$ cat src/rtl/sar_seq_ctrl.sv
// Successive-approximation sequencer: start arbitration, sample phase, per-bit DAC
// trials with programmable settle, result publication with a done pulse.
module sar_seq_ctrl #(
  parameter int unsigned WIDTH      = 8,
  parameter int unsigned SETTLE_W   = 4,
  parameter int unsigned SAMPLE_CYC = 4,
  parameter bit          CMP_POL    = 1'b1
) (
  input  logic                wb_clk_i,
  input  logic                wb_rst_i,
  input  logic                start_sw_i,
  input  logic                start_ext_i,
  input  logic                cont_i,
  input  logic                abort_i,
  input  logic [SETTLE_W-1:0] settle_i,
  input  logic                cmp_i,
  input  logic                ovr_clr_i,
  output logic [WIDTH-1:0]    dac_code_o,
  output logic                sample_o,
  output logic                busy_o,
  output logic                done_o,
  output logic [WIDTH-1:0]    data_o,
  output logic                ovr_o
);

  localparam int unsigned SC_W  = $clog2(SAMPLE_CYC) + 1;
  localparam int unsigned CNT_W = (SETTLE_W > SC_W) ? SETTLE_W : SC_W;
  localparam int unsigned K_W   = (WIDTH > 1) ? $clog2(WIDTH) : 1;

  typedef enum logic [1:0] {IDLE, SAMPLE, TRIAL, DONE} state_t;

  state_t              state;
  logic                ext_s1, ext_s2, ext_s3;
  logic [SETTLE_W-1:0] settle_q;
  logic [CNT_W-1:0]    cnt;
  logic [K_W-1:0]      k;
  logic [WIDTH-1:0]    acc;
  logic [WIDTH-1:0]    acc_next;
  logic [WIDTH-1:0]    bit_k;
  logic                start;

  assign start = start_sw_i | (ext_s2 & ~ext_s3);

  always_comb begin
    bit_k    = WIDTH'(1) << k;
    acc_next = (cmp_i == CMP_POL) ? (acc | bit_k) : acc;
  end

  // done_o/data_o are issued on the edge that leaves DONE, so an abort seen in
  // DONE still publishes, and back-to-back conversions stay exactly N cycles apart.
  always_ff @(posedge wb_clk_i or posedge wb_rst_i) begin
    if (wb_rst_i) begin
      state      <= IDLE;
      ext_s1     <= 1'b0;
      ext_s2     <= 1'b0;
      ext_s3     <= 1'b0;
      settle_q   <= '0;
      cnt        <= '0;
      k          <= '0;
      acc        <= '0;
      dac_code_o <= '0;
      sample_o   <= 1'b0;
      busy_o     <= 1'b0;
      done_o     <= 1'b0;
      data_o     <= '0;
      ovr_o      <= 1'b0;
    end else begin
      ext_s1 <= start_ext_i;
      ext_s2 <= ext_s1;
      ext_s3 <= ext_s2;
      done_o <= 1'b0;

      if (ovr_clr_i)
        ovr_o <= 1'b0;
      if (start && (state == SAMPLE || state == TRIAL))
        ovr_o <= 1'b1;

      case (state)
        IDLE: begin
          if (start) begin
            settle_q   <= settle_i;
            cnt        <= CNT_W'(SAMPLE_CYC - 1);
            state      <= SAMPLE;
            busy_o     <= 1'b1;
            sample_o   <= 1'b1;
            dac_code_o <= '0;
          end
        end

        SAMPLE: begin
          if (abort_i) begin
            state      <= IDLE;
            busy_o     <= 1'b0;
            sample_o   <= 1'b0;
            dac_code_o <= '0;
          end else if (cnt == '0) begin
            state      <= TRIAL;
            k          <= K_W'(WIDTH - 1);
            acc        <= '0;
            cnt        <= CNT_W'(settle_q);
            sample_o   <= 1'b0;
            dac_code_o <= WIDTH'(1) << (WIDTH - 1);
          end else begin
            cnt <= cnt - 1'b1;
          end
        end

        TRIAL: begin
          if (abort_i) begin
            state      <= IDLE;
            busy_o     <= 1'b0;
            dac_code_o <= '0;
          end else if (cnt == '0) begin
            acc <= acc_next;
            if (k == '0) begin
              state      <= DONE;
              dac_code_o <= acc_next;
            end else begin
              k          <= k - 1'b1;
              cnt        <= CNT_W'(settle_q);
              dac_code_o <= acc_next | (bit_k >> 1);
            end
          end else begin
            cnt <= cnt - 1'b1;
          end
        end

        DONE: begin
          done_o <= 1'b1;
          data_o <= acc;
          if (!abort_i && (cont_i || start)) begin
            settle_q   <= settle_i;
            cnt        <= CNT_W'(SAMPLE_CYC - 1);
            state      <= SAMPLE;
            sample_o   <= 1'b1;
            dac_code_o <= '0;
          end else begin
            state      <= IDLE;
            busy_o     <= 1'b0;
            sample_o   <= 1'b0;
            dac_code_o <= '0;
          end
        end

        default: state <= IDLE;
      endcase
    end
  end

endmodule

$ cat config.mk
export PLATFORM = sky130hd
export DESIGN_NAME = sar_seq_ctrl
export DESIGN_NICKNAME = d
export VERILOG_FILES = /design/src/rtl/sar_seq_ctrl.sv
export SDC_FILE = /design/constraint.sdc
export NUM_CORES = 1
export LEC_CHECK = 0
export ABC_AREA = 1
export BUFFER_PORTS_ARGS = -buffer_cell sky130_fd_sc_hd__buf_2
export CAP_MARGIN = 15
export CORE_MARGIN = 2
export CORE_UTILIZATION = 61
export DETAILED_ROUTE_END_ITERATION = 12
export PLACE_DENSITY = 0.87
export SLEW_MARGIN = 20
export SYNTH_ARGS = -nofsm -noshare
export SYNTH_HDL_FRONTEND = slang
export SYNTH_SLANG_ARGS = --single-unit
$ cat constraint.sdc
create_clock -name wb_clk_i -period 3.19 [get_ports wb_clk_i]
set_input_delay 0.1595 -clock wb_clk_i [delete_from_list [all_inputs] [get_ports wb_clk_i]]
set_output_delay 0.1595 -clock wb_clk_i [all_outputs]
set_load 0.005 [all_outputs]
==> results.cfg, run 1 <==
[clock_network]
clkLatencyLatePin_ns = 0.30
cts_root_buf = clkbuf_8
postCtsResizedCells = 0
cts_max_level = 2
clock_sinks = 44
clockBufferDepth = 2
clkSlewWorstSetupHoldPaths_ns = 0.09
cts_tree = yes
postCtsSetupRepairBufs = 0
cts_buffers = 5

[run]
maxCapViolCount = 0

[finish]
n_antenna_cell = 0
drive_above_1_share = 0.232
area_growth_pct = 13.0
num-nets-final = 336

[logic_synthesis]
ys_top_cells_by_area = dfrtp_1, nand2_1, ha_1, nand3_1, inv_1
synth_top_area_frac = 0.471
synthDistinctLibCells = 27
ys_ff_latch = 44
ys_seq_area_frac = 0.471
syn_area_mm2 = 0.00234
synthFlopType = dfrtp_1
avgSynthCellArea_um2 = 8.40
yosysTopAreaCell = dfrtp_1
synth_commonest_cells = nand2_1, dfrtp_1, inv_1
synth.most_common_cell = nand2_1
synthCells = 278
synthArstFlopShare = 1.00
yosysWarnings = 0
synth_edf_count = 0
syn_nets = 300

[drt]
drt_first_iter_violations = 188
drc = 0
ant_nets = 0
routed_wirelength_mm = 4.59
vias_per_cell = 5.29
vias = 1919
wl_per_cell_um = 12.6
dr.pass1.iters = 4

[floorplan]
die_x_um = 65.9
start_util = 0.638
core-area_mm2 = 0.00366
num_rows = 22
die_h_um = 65.9
num_io_pins = 32
design.die.area_mm2 = 0.00434

[global_routing]
track_usage = 0.238
antenna_found_initial = 0
grt_pass1_wl_mm = 7.90
grt_max_degree = 45
gr-total-overflow = 0
first_global_vias = 1742

[pwr]
swShare = 0.421
p_sw_uw = 999
seq_power_share = 0.371
max-vdd-ir-drop_uv = 478
p_int_uw = 1380
p_comb_frac = 0.449
power_density_mw_per_mm2 = 900
p_clk_frac = 0.180
power.leakage_uw = 0.00142

[min_path]
min_path_type = in2async

[timing]
fin_skew_ns = 0.00934
tns_ns = 0
hold_viol_final = 44
rsz0062_at_grt = false
slew_viol_final = 0
holdWs_ns = -0.0176
timing.final.crit_share = 0.612
setup_viol = 0
max-slew-margin-rel = 0.643
fmax_mhz = 512
layout_setup_ws_ns = 1.24
min_period_ns = 1.95
tightest_slew_ns = 0.535

[worst_setup_path]
arrival_ns = 2.18
worstSetupPathType = reg2reg
cp-start-kind = register
critPathCaptureType = register
cp_data_required_time_ns = 3.42
r2r-end = acc[3]
crit_fanout = 13
rr_worst_depth = 8
worstReg2RegStart = state[0]
r2r_slack_ns = 1.24

[placement]
hpwl_mm = 3.41
port_buffers = 31
gp_congestion = 0.903
dp_slack_ns = 1.29

[run_status]
violations = negative hold slack
status = finished with violations
==> flip-flops by register name, indices dropped and copies added (netlist names) <==
register / count
acc: 8
ext_s2: 1
state: 2
k: 3
sample_o: 1
dac_code_o: 8
ext_s3: 1
settle_q: 4
ovr_o: 1
done_o: 1
ext_s1: 1
busy_o: 1
data_o: 8
cnt: 4
==> worst max path at each step <==
| stage | cells after the start | from | slack (ns) | end |
|---|---|---|---|---|
| 2_1_floorplan | 10 | state[0] | 1.76 | cnt[3] |
| 3_3_place_gp | 8 | state[0] | 1.37 | acc[4] |
| 3_5_place_dp | 8 | state[0] | 1.29 | acc[4] |
| 4_1_cts | 8 | state[0] | 1.24 | acc[3] |
| 5_1_grt | 8 | state[0] | 1.07 | acc[3] |
| 6_report | 8 | state[0] | 1.24 | acc[3] |
==> metrics by stage <==
step / util / hold WS [ns] / total power (uW) / instance area [um^2] / instances
6_report: 0.721 / -0.0176 / 2380 / 2640 / 363
5_1_grt: 0.721 / 0.0344 / 2590 / 2640 / 363
4_1_cts: 0.721 / 0.00172 / 2390 / 2640 / 363
3_5_place_dp: 0.686 / 0.269 / 1950 / 2510 / 354
3_3_place_gp: 0.686 / 0.271 / 1910 / 2510 / 354
2_1_floorplan: - / 0.191 / 1680 / 2340 / 278
==> placed cells by master, fill, tap and decap left out <==
cell | synthesis | layout
clkbuf_8 | 0 | 5
nand3_2 | 5 | 5
bufinv_16 | 0 | 1
dfrtp_1 | 44 | 44
o22ai_2 | 1 | 1
nand2_4 | 2 | 2
o22ai_1 | 1 | 1
o21ai_2 | 9 | 9
buf_2 | 0 | 31
ha_1 | 10 | 10
nor2_1 | 14 | 14
inv_1 | 32 | 32
nand3_1 | 25 | 25
clkinv_4 | 0 | 2
inv_4 | 1 | 1
buf_4 | 0 | 1
nand4_2 | 1 | 1
nand2_1 | 78 | 78
nor2_4 | 3 | 3
or2_2 | 1 | 1
inv_2 | 5 | 5
a21oi_1 | 7 | 7
o21ai_0 | 20 | 20
dlygate4sd3_1 | 0 | 1
nand4_1 | 1 | 1
o21ai_1 | 6 | 6
o211ai_1 | 2 | 2
nand3b_1 | 1 | 1
nor2_2 | 2 | 2
nand2_2 | 3 | 3
==> metal layers <==
metal  track usage  share of wire  wire [um]  vias up
met5             0              0          0        -
met4        0.0703          0.013         59        0
met3        0.0409          0.037        171        9
met2         0.374           0.47       2170       40
met1         0.340           0.48       2180      906
li1              -              -          -      964
==> power groups by stage <==
stage | combinational (uW) | clock, uW | sequential (uW)
6_report | 1070 | 426 | 882
2_1_floorplan | 820 | 0 | 864
3_3_place_gp | 1020 | 0 | 883
4_1_cts | 1070 | 434 | 882
3_5_place_dp | 1060 | 0 | 892
5_1_grt | 1220 | 461 | 907
==> kinds of logic (layout without fill, tap and decap cells) <==
group                      Yosys count  count (layout)  share of synthesized area
and+or+nand+nor                    136             136                      0.274
DFF                                 44              44                      0.471
buffers and inverters               42              79                     0.0820
adders and majority gates           10              10                     0.0536
AOI/OAI and AO/OA                   46              46                      0.119
==> final cells by class <==
class	count	area [um^2]
fill	299	1020
multi-input combinational	192	1040
clock inverter	3	47.5
inverter	38	145
clock buffer	5	68.8
sequential	44	1100
tap	48	60.1
timing repair buffer	33	173
==> what timing repair did <==
| item | CTS | global route |
|---|---|---|
| hold buffers | 1 | 0 |
| hold endpoints to repair | 1 | 0 |
| endpoints found under the setup margin | 0 | 0 |
==> critical path, stage by stage (launching register included) <==
cell and delay, ns:
dfrtp_1 0.40, inv_1 0.11, ha_1 0.51, nand2_4 0.11
o21ai_2 0.10, inv_2 0.07, nor2_4 0.34, nand3_1 0.17
o21ai_2 0.08
Note: power is estimated with default switching activity, not from simulation.
==> run 2: changes to the inputs <==
--- a/config.mk
+++ b/config.mk
@@ -5,13 +5,13 @@
 export SDC_FILE = /design/constraint.sdc
 export NUM_CORES = 1
 export LEC_CHECK = 0
-export ABC_AREA = 1
+export ABC_AREA = 0
 export BUFFER_PORTS_ARGS = -buffer_cell sky130_fd_sc_hd__buf_2
 export CAP_MARGIN = 15
 export CORE_MARGIN = 2
-export CORE_UTILIZATION = 61
+export CORE_UTILIZATION = 51
 export DETAILED_ROUTE_END_ITERATION = 12
-export PLACE_DENSITY = 0.87
+export PLACE_DENSITY = 0.78
 export SLEW_MARGIN = 20
 export SYNTH_ARGS = -nofsm -noshare
 export SYNTH_HDL_FRONTEND = slang
==> constraint.sdc (replaced) <==
create_clock -name wb_clk_i -period 1.6 [get_ports wb_clk_i]
set_input_delay 0.08 -clock wb_clk_i [delete_from_list [all_inputs] [get_ports wb_clk_i]]
set_output_delay 0.08 -clock wb_clk_i [all_outputs]
set_load 0.005 [all_outputs]
==> run 2 against run 1 <==
Net effect:
- the flow finishes with violations (negative setup slack)
- fmax rose by 2.0%
- via count rose by 0.73%
- hold slack gained 0.026 ns
- power increased by 98%
- count of clock-buffer cells in the layout is 1 higher
- sequential share of layout area decreased by 6.3 points
- sequential cell count did not move
- first-iteration DRC count decreased by 38%
- final cell count fell by 6.3%
- register-to-register slack worse by 1.6 ns
- global-route usage up 0.20 points
- core utilization increased by 4.2 points
==> results.cfg, run 2 <==
[worst_setup_path]
worstSetupPathType = reg2reg
r2r_slack_ns = -0.31
cp-start-kind = register
r2r-end = acc[1]
critical_path_buf_inv_count = 1
cp_data_required_time_ns = 1.80
critPathCaptureType = register
crit_chain = inv_2 > ha_4 > or4b_4 > or3b_4 > a22o_1
path_delay_family = simple AND/OR/NAND/NOR gates
arrival_ns = 2.11
crit_fanout = 5
rr_worst_depth = 5
critPathMaxStageDelay_ns = 0.49
cp_slowest_cell = or4b_4
worstReg2RegStart = cnt[1]

[placement]
gp_congestion = 0.824
port_buffers = 31
place_area_mm2 = 0.00271
dp_slack_ns = -0.228
hpwl_mm = 3.62

[pwr]
p_comb_frac = 0.495
swShare = 0.353
power.leakage_uw = 0.00150
p_clk_frac = 0.196
seq_power_share = 0.309
p_sw_uw = 1660
p_int_uw = 3040
max-vdd-ir-drop_uv = 1170
power_density_mw_per_mm2 = 1510

[clock_network]
cts_buffers = 5
clock_sinks = 44
cts_tree = yes
cts_max_level = 2
clockBufferDepth = 2
clkSlewWorstSetupHoldPaths_ns = 0.09
clkLatencyLatePin_ns = 0.31
cts_root_buf = clkbuf_8

[logic_synthesis]
synth_commonest_cells = dfrtp_1, nor2_1, nand2_1
synthCells = 210
yosysWarnings = 0
synthArstFlopShare = 1.00
synth_top_area_frac = 0.498
synth.most_common_cell = dfrtp_1
avgSynthCellArea_um2 = 10.5
yosysTopAreaCell = dfrtp_1
synthDistinctLibCells = 43
synthFlopType = dfrtp_1
syn_nets = 232
syn_area_mm2 = 0.00221
synth_edf_count = 0
ys_seq_area_frac = 0.498
ys_top_cells_by_area = dfrtp_1, mux2_2, ha_1, nor2_1, a21oi_1
ys_ff_latch = 44

[floorplan]
die_x_um = 69.8
die_h_um = 69.8
num_rows = 23
core-area_mm2 = 0.00409
num_io_pins = 32
start_util = 0.541
design.die.area_mm2 = 0.00487

[run]
maxCapViolCount = 0

[finish]
n_antenna_cell = 0
biggestRegsByFlops = acc: 8 flops, dac_code_o: 8 flops, data_o: 8 flops
stdcell_area_mm2 = 0.00312
final_common_cell = dfrtp_1
layout_common_cells = dfrtp_1, buf_4, buf_2
drive_above_1_share = 0.462
num-nets-final = 311
area_growth_pct = 41.0
fin_util = 0.762

[timing]
fmax_mhz = 522
holdWs_ns = 0.00876
tightest_slew_ns = 0.691
setup_viol = 26
layout_setup_ws_ns = -0.314
max-slew-margin-rel = 0.536
timing.final.crit_share = 1.20
hold_viol_final = 0
rsz0062_at_grt = true
slew_viol_final = 0
min_period_ns = 1.91
tns_ns = -4.06
fin_skew_ns = 0.0112

[drt]
wl_per_cell_um = 17.5
routed_wirelength_mm = 5.94
vias_per_cell = 5.69
dr.pass1.iters = 4
vias = 1933
drc = 0
ant_nets = 0
drt_first_iter_violations = 116

[global_routing]
first_global_vias = 1989
antenna_found_initial = 0
gr-total-overflow = 0
grt_max_degree = 28
grt_pass1_wl_mm = 9.20
track_usage = 0.240

[min_path]
min_path_type = in2reg
hp-start = settle_i[0]
hold_depth = 2
whs_endpoint = settle_q[0]

[run_status]
violations = negative setup slack
status = finished with violations
[run 2: worst register-to-register path, delay by kind of cell, from the launching register on]
family,cells,cell delay (ns)
simple gates,2,0.92
fa+ha+maj,1,0.15
buf+inv,1,0.09
flops,1,0.41
compound gates,1,0.24
[run 2: worst max path at each step]
stage	startpoint	endpoint	slack, ns	depth (start not counted)
floorplan	cnt[0]	state[1]	-0.28	7
global placement	cnt[1]	acc[1]	-0.20	5
detailed placement	cnt[1]	acc[1]	-0.23	5
CTS	cnt[1]	acc[1]	-0.24	5
global route	cnt[1]	k[0]	-0.34	8
finish	cnt[1]	acc[1]	-0.31	5
[run 2: through the flow]
stage | cells | power (uW)
detailed placement | 316 | 3240
CTS | 332 | 4370
floorplan | 210 | 2560
global route | 340 | 4940
global placement | 316 | 3160
finish | 340 | 4700
[run 2: power by group through the flow]
stage | Clock (uW) | Sequential, uW | Combinational, uW
after floorplan | 0 | 1450 | 1110
after global placement | 0 | 1440 | 1720
after detailed placement | 0 | 1460 | 1780
after CTS | 928 | 1440 | 2000
after global routing | 971 | 1480 | 2490
final | 924 | 1450 | 2330
[run 2: final cells by class]
class                   instances  area, um^2
well taps                      50        62.6
fillers                       265         971
clock buffers                   6        82.6
multi-input cells             146        1210
inverters                      12        45.0
clock inverters                 2        38.8
flip-flops and latches         44        1100
repair buffers                 80         573
[run 2: routing by layer]
| metal | share of wire | global-route usage |
|---|---|---|
| met3 | 0.043 | 0.0509 |
| met1 | 0.43 | 0.299 |
| met2 | 0.50 | 0.402 |
| met4 | 0.028 | 0.105 |
| met5 | 0 | 0 |
[run 2: what timing repair did]
item	CTS	global route
hold endpoints to repair	20	0
hold buffers	4	0
endpoints found under the setup margin	30	31
gates resized for setup	21	17
pin swaps	6	16
buffers inserted	4	8
[run 2: logic make-up (layout without fill, tap and decap cells)]
kind of cell / after synthesis / count (layout) / synth area share
and+or+nand+nor: 66 / 66 / 0.153
adders and majority gates: 10 / 10 / 0.0566
DFF: 44 / 44 / 0.498
muxes: 14 / 14 / 0.0708
AOI/OAI and AO/OA: 56 / 56 / 0.185
buffers and inverters: 20 / 100 / 0.0362
